===== src/rtl/fifo_uart_pkg.sv =====
// Shared types and constants for the FIFO-fed UART transmitter.
// Holds the frame state encoding, parity selectors and counter sizing helper.
package fifo_uart_pkg;

    typedef enum logic [2:0] {
        IDLE   = 3'd0,
        START  = 3'd1,
        DATA   = 3'd2,
        PARITY = 3'd3,
        STOP   = 3'd4
    } tx_state_e;

    localparam logic PAR_EVEN = 1'b0;
    localparam logic PAR_ODD  = 1'b1;

    localparam int DEF_DATA_WIDTH = 8;
    localparam int DEF_PRESCALE_W = 16;

    // A single-bit word still needs a one-bit counter
    function automatic int bit_cnt_width(input int dw);
        return (dw > 1) ? $clog2(dw) : 1;
    endfunction

    localparam int BIT_CNT_W = bit_cnt_width(DEF_DATA_WIDTH);

endpackage


===== src/rtl/fifo_uart_tx_if.sv =====
// First-word-fall-through FIFO read port shared by the FIFO and its consumer.
// The consumer (master) issues pops; the FIFO (slave) presents flag and data.
interface fifo_uart_tx_if
    import fifo_uart_pkg::*;
#(
    parameter int DATA_WIDTH = DEF_DATA_WIDTH
) ();

    logic                  EMPTY;
    logic [DATA_WIDTH-1:0] RD_DATA;
    logic                  R_INC;

    modport master (input EMPTY, input RD_DATA, output R_INC);
    modport slave  (output EMPTY, output RD_DATA, input R_INC);

endinterface


===== src/rtl/uart_baud_cnt.sv =====
// Down-counter that times one UART bit; bit_end marks the final cycle of a bit.
// The owner reloads it with (clocks-per-bit - 1) on entry to every bit.
module uart_baud_cnt
    import fifo_uart_pkg::*;
#(
    parameter int PRESCALE_W = DEF_PRESCALE_W
) (
    input  logic                  clk,
    input  logic                  rst_n,
    input  logic                  load,
    input  logic [PRESCALE_W-1:0] load_val,
    output logic                  bit_end
);

    logic [PRESCALE_W-1:0] cnt_r;

    // Reload on bit entry, otherwise count down and park at zero
    always_ff @(posedge clk or negedge rst_n) begin
        if (!rst_n) begin
            cnt_r <= {PRESCALE_W{1'b0}};
        end else if (load) begin
            cnt_r <= load_val;
        end else if (cnt_r != {PRESCALE_W{1'b0}}) begin
            cnt_r <= cnt_r - PRESCALE_W'(1);
        end else begin
            cnt_r <= cnt_r;
        end
    end

    assign bit_end = (cnt_r == {PRESCALE_W{1'b0}});

endmodule


===== src/rtl/fifo_uart_tx.sv =====
// Pops words from a FWFT FIFO and serialises each as a UART frame:
// start bit, data LSB first, optional parity, one stop bit; back-to-back when data waits.
module fifo_uart_tx
    import fifo_uart_pkg::*;
#(
    parameter int DATA_WIDTH = DEF_DATA_WIDTH,
    parameter int PRESCALE_W = DEF_PRESCALE_W
) (
    input  logic                  R_CLK,
    input  logic                  R_RST,
    fifo_uart_tx_if.master        rd,
    input  logic [PRESCALE_W-1:0] PRESCALE,
    input  logic                  PAR_EN,
    input  logic                  PAR_TYP,
    output logic                  TX_OUT,
    output logic                  BUSY
);

    localparam int BCW = bit_cnt_width(DATA_WIDTH);

    tx_state_e             state_r, state_nxt_s;
    logic [DATA_WIDTH-1:0] shift_r, shift_nxt_s;
    logic [BCW-1:0]        bit_cnt_r, bit_cnt_nxt_s;
    logic                  par_en_r, par_en_nxt_s;
    logic                  par_bit_r, par_bit_nxt_s;
    logic [PRESCALE_W-1:0] presc_m1_r, presc_m1_nxt_s;
    logic                  tx_out_r, tx_nxt_s;
    logic                  busy_r;
    logic                  pop_req_s, pop_s, inc_s, load_s, bit_end_s;

    function automatic logic calc_parity(input logic [DATA_WIDTH-1:0] d, input logic typ);
        return (typ == PAR_ODD) ? ~(^d) : (^d);
    endfunction

    uart_baud_cnt #(.PRESCALE_W(PRESCALE_W)) u_baud (
        .clk      (R_CLK),
        .rst_n    (R_RST),
        .load     (load_s),
        .load_val (presc_m1_nxt_s),
        .bit_end  (bit_end_s)
    );

    // Pops are suppressed while reset is held so no word is dropped silently
    assign pop_req_s = ~rd.EMPTY & R_RST;

    // Frame sequencing, pop decision and next-cycle line level
    always_comb begin
        state_nxt_s    = state_r;
        shift_nxt_s    = shift_r;
        bit_cnt_nxt_s  = bit_cnt_r;
        par_en_nxt_s   = par_en_r;
        par_bit_nxt_s  = par_bit_r;
        presc_m1_nxt_s = presc_m1_r;
        pop_s          = 1'b0;
        load_s         = 1'b0;
        inc_s          = 1'b0;
        tx_nxt_s       = 1'b1;

        case (state_r)
            IDLE: begin
                if (pop_req_s) pop_s = 1'b1;
                else           pop_s = 1'b0;
            end
            START: begin
                if (bit_end_s) begin
                    state_nxt_s   = DATA;
                    bit_cnt_nxt_s = {BCW{1'b0}};
                    load_s        = 1'b1;
                end else begin
                    state_nxt_s = START;
                end
            end
            DATA: begin
                if (bit_end_s) begin
                    shift_nxt_s = shift_r >> 1;
                    load_s      = 1'b1;
                    if (bit_cnt_r == BCW'(DATA_WIDTH - 1)) begin
                        state_nxt_s = par_en_r ? PARITY : STOP;
                    end else begin
                        bit_cnt_nxt_s = bit_cnt_r + BCW'(1);
                    end
                end else begin
                    state_nxt_s = DATA;
                end
            end
            PARITY: begin
                if (bit_end_s) begin
                    state_nxt_s = STOP;
                    load_s      = 1'b1;
                end else begin
                    state_nxt_s = PARITY;
                end
            end
            STOP: begin
                if (bit_end_s) begin
                    if (pop_req_s) pop_s = 1'b1;
                    else           state_nxt_s = IDLE;
                end else begin
                    state_nxt_s = STOP;
                end
            end
            default: state_nxt_s = IDLE;
        endcase

        // A pop latches word and config together; a zero divider runs one clock per bit
        if (pop_s) begin
            inc_s          = 1'b1;
            load_s         = 1'b1;
            state_nxt_s    = START;
            shift_nxt_s    = rd.RD_DATA;
            par_en_nxt_s   = PAR_EN;
            par_bit_nxt_s  = calc_parity(rd.RD_DATA, PAR_TYP);
            presc_m1_nxt_s = (PRESCALE == {PRESCALE_W{1'b0}}) ? {PRESCALE_W{1'b0}}
                                                              : PRESCALE - PRESCALE_W'(1);
        end else begin
            inc_s = 1'b0;
        end

        case (state_nxt_s)
            START:   tx_nxt_s = 1'b0;
            DATA:    tx_nxt_s = shift_nxt_s[0];
            PARITY:  tx_nxt_s = par_bit_nxt_s;
            default: tx_nxt_s = 1'b1;
        endcase
    end

    // State, datapath and registered line outputs
    always_ff @(posedge R_CLK or negedge R_RST) begin
        if (!R_RST) begin
            state_r    <= IDLE;
            shift_r    <= {DATA_WIDTH{1'b0}};
            bit_cnt_r  <= {BCW{1'b0}};
            par_en_r   <= 1'b0;
            par_bit_r  <= 1'b0;
            presc_m1_r <= {PRESCALE_W{1'b0}};
            tx_out_r   <= 1'b1;
            busy_r     <= 1'b0;
        end else begin
            state_r    <= state_nxt_s;
            shift_r    <= shift_nxt_s;
            bit_cnt_r  <= bit_cnt_nxt_s;
            par_en_r   <= par_en_nxt_s;
            par_bit_r  <= par_bit_nxt_s;
            presc_m1_r <= presc_m1_nxt_s;
            tx_out_r   <= tx_nxt_s;
            busy_r     <= (state_nxt_s != IDLE);
        end
    end

    assign rd.R_INC = inc_s;
    assign TX_OUT   = tx_out_r;
    assign BUSY     = busy_r;

endmodule


===== src/flat_wrapper.sv =====
// flat-port wrapper written by rule: the top's interface ports become plain ports
module fifo_uart_tx_flat import fifo_uart_pkg::*;
#(
    parameter int DATA_WIDTH = DEF_DATA_WIDTH,
    parameter int PRESCALE_W = DEF_PRESCALE_W
)
  (R_CLK, R_RST, PRESCALE, PAR_EN, PAR_TYP, TX_OUT, BUSY, rd_EMPTY, rd_RD_DATA, rd_R_INC);
  fifo_uart_tx_if #(.DATA_WIDTH(DATA_WIDTH)) rd_i ();
  input  logic R_CLK;
  input  logic R_RST;
  input  logic [PRESCALE_W-1:0] PRESCALE;
  input  logic PAR_EN;
  input  logic PAR_TYP;
  output logic TX_OUT;
  output logic BUSY;
  input wire logic [$bits(rd_i.EMPTY)-1:0] rd_EMPTY;
  input wire logic [$bits(rd_i.RD_DATA)-1:0] rd_RD_DATA;
  output wire logic [$bits(rd_i.R_INC)-1:0] rd_R_INC;
  assign rd_i.EMPTY = rd_EMPTY;
  assign rd_i.RD_DATA = rd_RD_DATA;
  assign rd_R_INC = rd_i.R_INC;
  fifo_uart_tx #(.DATA_WIDTH(DATA_WIDTH), .PRESCALE_W(PRESCALE_W)) u_core (.R_CLK(R_CLK), .R_RST(R_RST), .rd(rd_i), .PRESCALE(PRESCALE), .PAR_EN(PAR_EN), .PAR_TYP(PAR_TYP), .TX_OUT(TX_OUT), .BUSY(BUSY));
endmodule

===== config.mk =====
export PLATFORM = sky130hd
export DESIGN_NAME = fifo_uart_tx_flat
export DESIGN_NICKNAME = d
export VERILOG_FILES = /design/src/rtl/fifo_uart_pkg.sv /design/src/rtl/fifo_uart_tx_if.sv /design/src/rtl/uart_baud_cnt.sv /design/src/rtl/fifo_uart_tx.sv /design/src/flat_wrapper.sv
export SDC_FILE = /design/constraint.sdc
export NUM_CORES = 1
export LEC_CHECK = 0
export CAP_MARGIN = 20
export CORE_MARGIN = 4
export CORE_UTILIZATION = 63
export CTS_BUF_LIST = sky130_fd_sc_hd__clkbuf_2 sky130_fd_sc_hd__clkbuf_4 sky130_fd_sc_hd__clkbuf_8
export CTS_CLUSTER_SIZE = 12
export DETAILED_ROUTE_END_ITERATION = 8
export PLACE_DENSITY_LB_ADDON = 0.1
export SLEW_MARGIN = 20
export SYNTH_ARGS = -nofsm -noshare
export SYNTH_HDL_FRONTEND = slang
export SYNTH_SLANG_ARGS = --single-unit

===== constraint.sdc =====
create_clock -name R_CLK -period 4.9 [get_ports R_CLK]
set_input_delay 0.735 -clock R_CLK [delete_from_list [all_inputs] [get_ports R_CLK]]
set_output_delay 0.735 -clock R_CLK [all_outputs]
set_load 0.03 [all_outputs]

==> qor.txt <==
Htree depth = 2
Die W = 75.2 µm
Metal3 WL = 146 µm
Highest clock rate = 264 MHz
Power Total = 1.50 mW
Post-CTS Setup Bufs = 0
Crit start category = flip-flop
Layout area overhead = 15.9%
Rows = 24
Peak supply drop = 0.000309 V
Reg2reg setup slack = 2.16 ns
Height of the die = 75.2 µm
Syn nets = 320
Max cap viols = 0
Critical Path RT = 4.16 ns
Clock buffer depth = 2
N_diodes = 0
Core Area = 4350 µm²
Final HPWL DP = 4.27 mm
PortBufs = 31
Clock Latency Late Sink = 0.31 ns
Fin. Hold Viols = 0
Compound-gate portion of the synthesized area = 0.141
Worst path cell trace = inv_1, ha_1, nor4b_2, nand4_4, a21o_1, inv_1, clkdlybuf4s50_1
Async SR Flop Fraction = 1.00
Static Leak = 1.39 nW
Final WL = 5.68 mm
Placed Area = 3180 µm²
Most common cell after layout, fill and taps aside = dfrtp_1
Status = completed
Syn_area_per_cell = 9.91 µm²
Worst-margin pin slew = 0.789 ns
Clock root buffer master = clkbuf_8
Slowest cell on the critical path = clkdlybuf4s50_1
Setup tns final = 0 ns
Setup-failing EPs final = 0
DR WL/cell = 15.3 µm
Vias = 2158
Main flop type after synthesis = dfrtp_1
Post-route cell area = 3300 µm²
Worst slack, placed = 1.29 ns
Worst-case clock skew = 0.00451 ns
Yosys warns = 0
Non-Filler Instances = 372
Die footprint = 5650 µm²
CP top delay family = buffers and inverters
Starting Density = 0.653
Most frequent cells in the layout = dfrtp_1 (49), nand2_1 (48), clkdlybuf4s50_1 (30), nor2_1 (18)
Post-CTS Resized = 0
GRT overflow = 0
Register area share after synthesis = 0.440
DRT Pass-1 Iters = 4
Crit Path Max Fanout = 16
Synthesized-area fraction occupied by xor and xnor cells = 0.0924
Simple-gate share of the synthesized area = 0.233
Mux cell area share after synthesis = 0.0466
Mapped cell area = 2840 µm²
Clock slew at reported path FFs = 0.09 ns
Crit path top cell by count = inv_1
Met1 wire length = 2.63 mm
Initial antenna violation count = 0
Max Slew Vio Count = 0
Placer Congestion = 0.840
PnR worst setup slack = 1.11 ns
Post-Synthesis Cells = 287
GRT Overall Usage = 0.217
Number of enable flip-flop cells after synthesis = 0
Post-synthesis adder-cell area fraction = 0.0176
Crit path buf inv count = 3
DR vias/cell = 5.80
Final Util = 0.757
Period minus WS final = 3.79 ns
Critical path class = reg -> out
I/O Pins = 32
Layout cells sized above 1 = 0.131
Worst setup EP type = primary output
First-pass GRT wire length = 9.28 mm
Largest net degree at the start of global routing = 51
Hold_buf cts = 0
Worst hold slack = 0.479 ns
RSZ-0062 raised after global routing = no
# placed instances = 364
Worst path max stage delay = 0.77 ns
Post-synth cell types = 49
TritonCTS buffer count = 5
CP Data Arrival Time = 3.05 ns
Largest family of logic cells by synthesized area = simple AND/OR/NAND/NOR gates
Met2 WL post-DR = 2.78 mm
Crit share post-route = 0.773
Layout Nets = 352
Hold Path Class = reg -> reg
Top routing layer used = met4
Number of global-route vias before repair = 2026
Synth Register Bits = 50
1st-iter DRT viols = 164
CTS Sinks = 50
Rel. slew slack = 0.474
Pwr dens = 455 nW/µm²
CTS tree = done
DRC Markers = 0
Post-route ant nets = 0
-- worst paths after layout --
path / from / end / cells after the start
worst max-delay path: u_core.u_baud.cnt_r[0] / rd_R_INC / 7
worst min-delay path: u_core.presc_m1_r[11] / u_core.presc_m1_r[11] / 2
worst max register to register: u_core.u_baud.cnt_r[0] / u_core.TX_OUT / 8
max in group asynchronous: R_RST / u_core.u_baud.cnt_r[1] / 2
min in group asynchronous: R_RST / u_core.par_bit_r / 2
worst min register to register: u_core.presc_m1_r[11] / u_core.presc_m1_r[11] / 2
-- area by class of cell --
type                       count  area, µm²
fill                         309       1060
sequential                    50       1250
multi-input combinational    220       1520
timing repair buffer          33        320
clock buffer                   5       68.8
tap                           52       65.1
clock inverter                 3       40.0
inverter                       9       33.8
-- state kept, by name (all words and copies together), names as in the netlist --
register and flops:
u_core.presc_m1_r 16, u_core.TX_OUT 1, u_core.u_baud.cnt_r 16, u_core.state_r 3
u_core.par_bit_r 1, u_core.bit_cnt_r 3, u_core.shift_r 8, u_core.par_en_r 1
u_core.BUSY 1
-- per-layer routing --
layer	track usage	vias to the layer above
met5	0	-
met4	0.0738	0
met3	0.0360	13
met2	0.353	37
met1	0.296	1015
li1	-	1093
-- power breakdown --
group	internal (mW)	switching, mW	total, mW	leakage, nW
clock	0.150	0.133	0.283	0.0579
sequential	0.589	0.135	0.724	0.614
combinational	0.241	0.253	0.494	0.719
total	0.980	0.520	1.50	1.39
-- logic make-up after synthesis --
| kind of cell | after synthesis |
|---|---|
| and+or+nand+nor | 120 |
| xor gates and xnor gates | 30 |
| AOI/OAI and AO/OA | 54 |
| muxes | 12 |
| adders and majority gates | 4 |
| buffers and inverters | 17 |
| DFF | 50 |
-- cells in the mapped netlist, types with 2 or more instances --
cell type,count,area (µm²)
ha_1,4,50.1
xor2_1,15,131
o22ai_1,2,12.5
mux2_2,10,113
nor4_4,2,42.5
buf_6,2,22.5
nor2_1,18,67.6
nand2b_1,4,25.0
or4_1,2,15.0
o31ai_2,6,75.1
nor4_1,4,25.0
a22oi_1,8,60.1
a21oi_1,7,35.0
xnor2_1,15,131
nand3_1,5,25.0
or3_1,5,31.3
inv_1,9,33.8
dfrtp_1,49,1230
mux2i_1,2,20.0
nand4_1,3,18.8
clkbuf_1,3,11.3
nor2b_1,2,12.5
nor3_1,9,45.0
nand3b_1,3,22.5
a221o_1,2,20.0
nand2_2,2,12.5
buf_2,3,15.0
nor3_2,3,30.0
nand2_1,48,180
o31ai_1,7,52.6
o21a_1,3,22.5
nor4b_2,2,30.0
o21ai_0,9,45.0
a21o_1,3,22.5
a211oi_1,2,15.0
-- tightest hold or removal path, delay by kind of cell (launching register included) --
kind	cells	cell delay (ns)
flops	1	0.33
simple gates	1	0.06
compound gates	1	0.06
No activity file was read; power rests on OpenSTA's default activity.
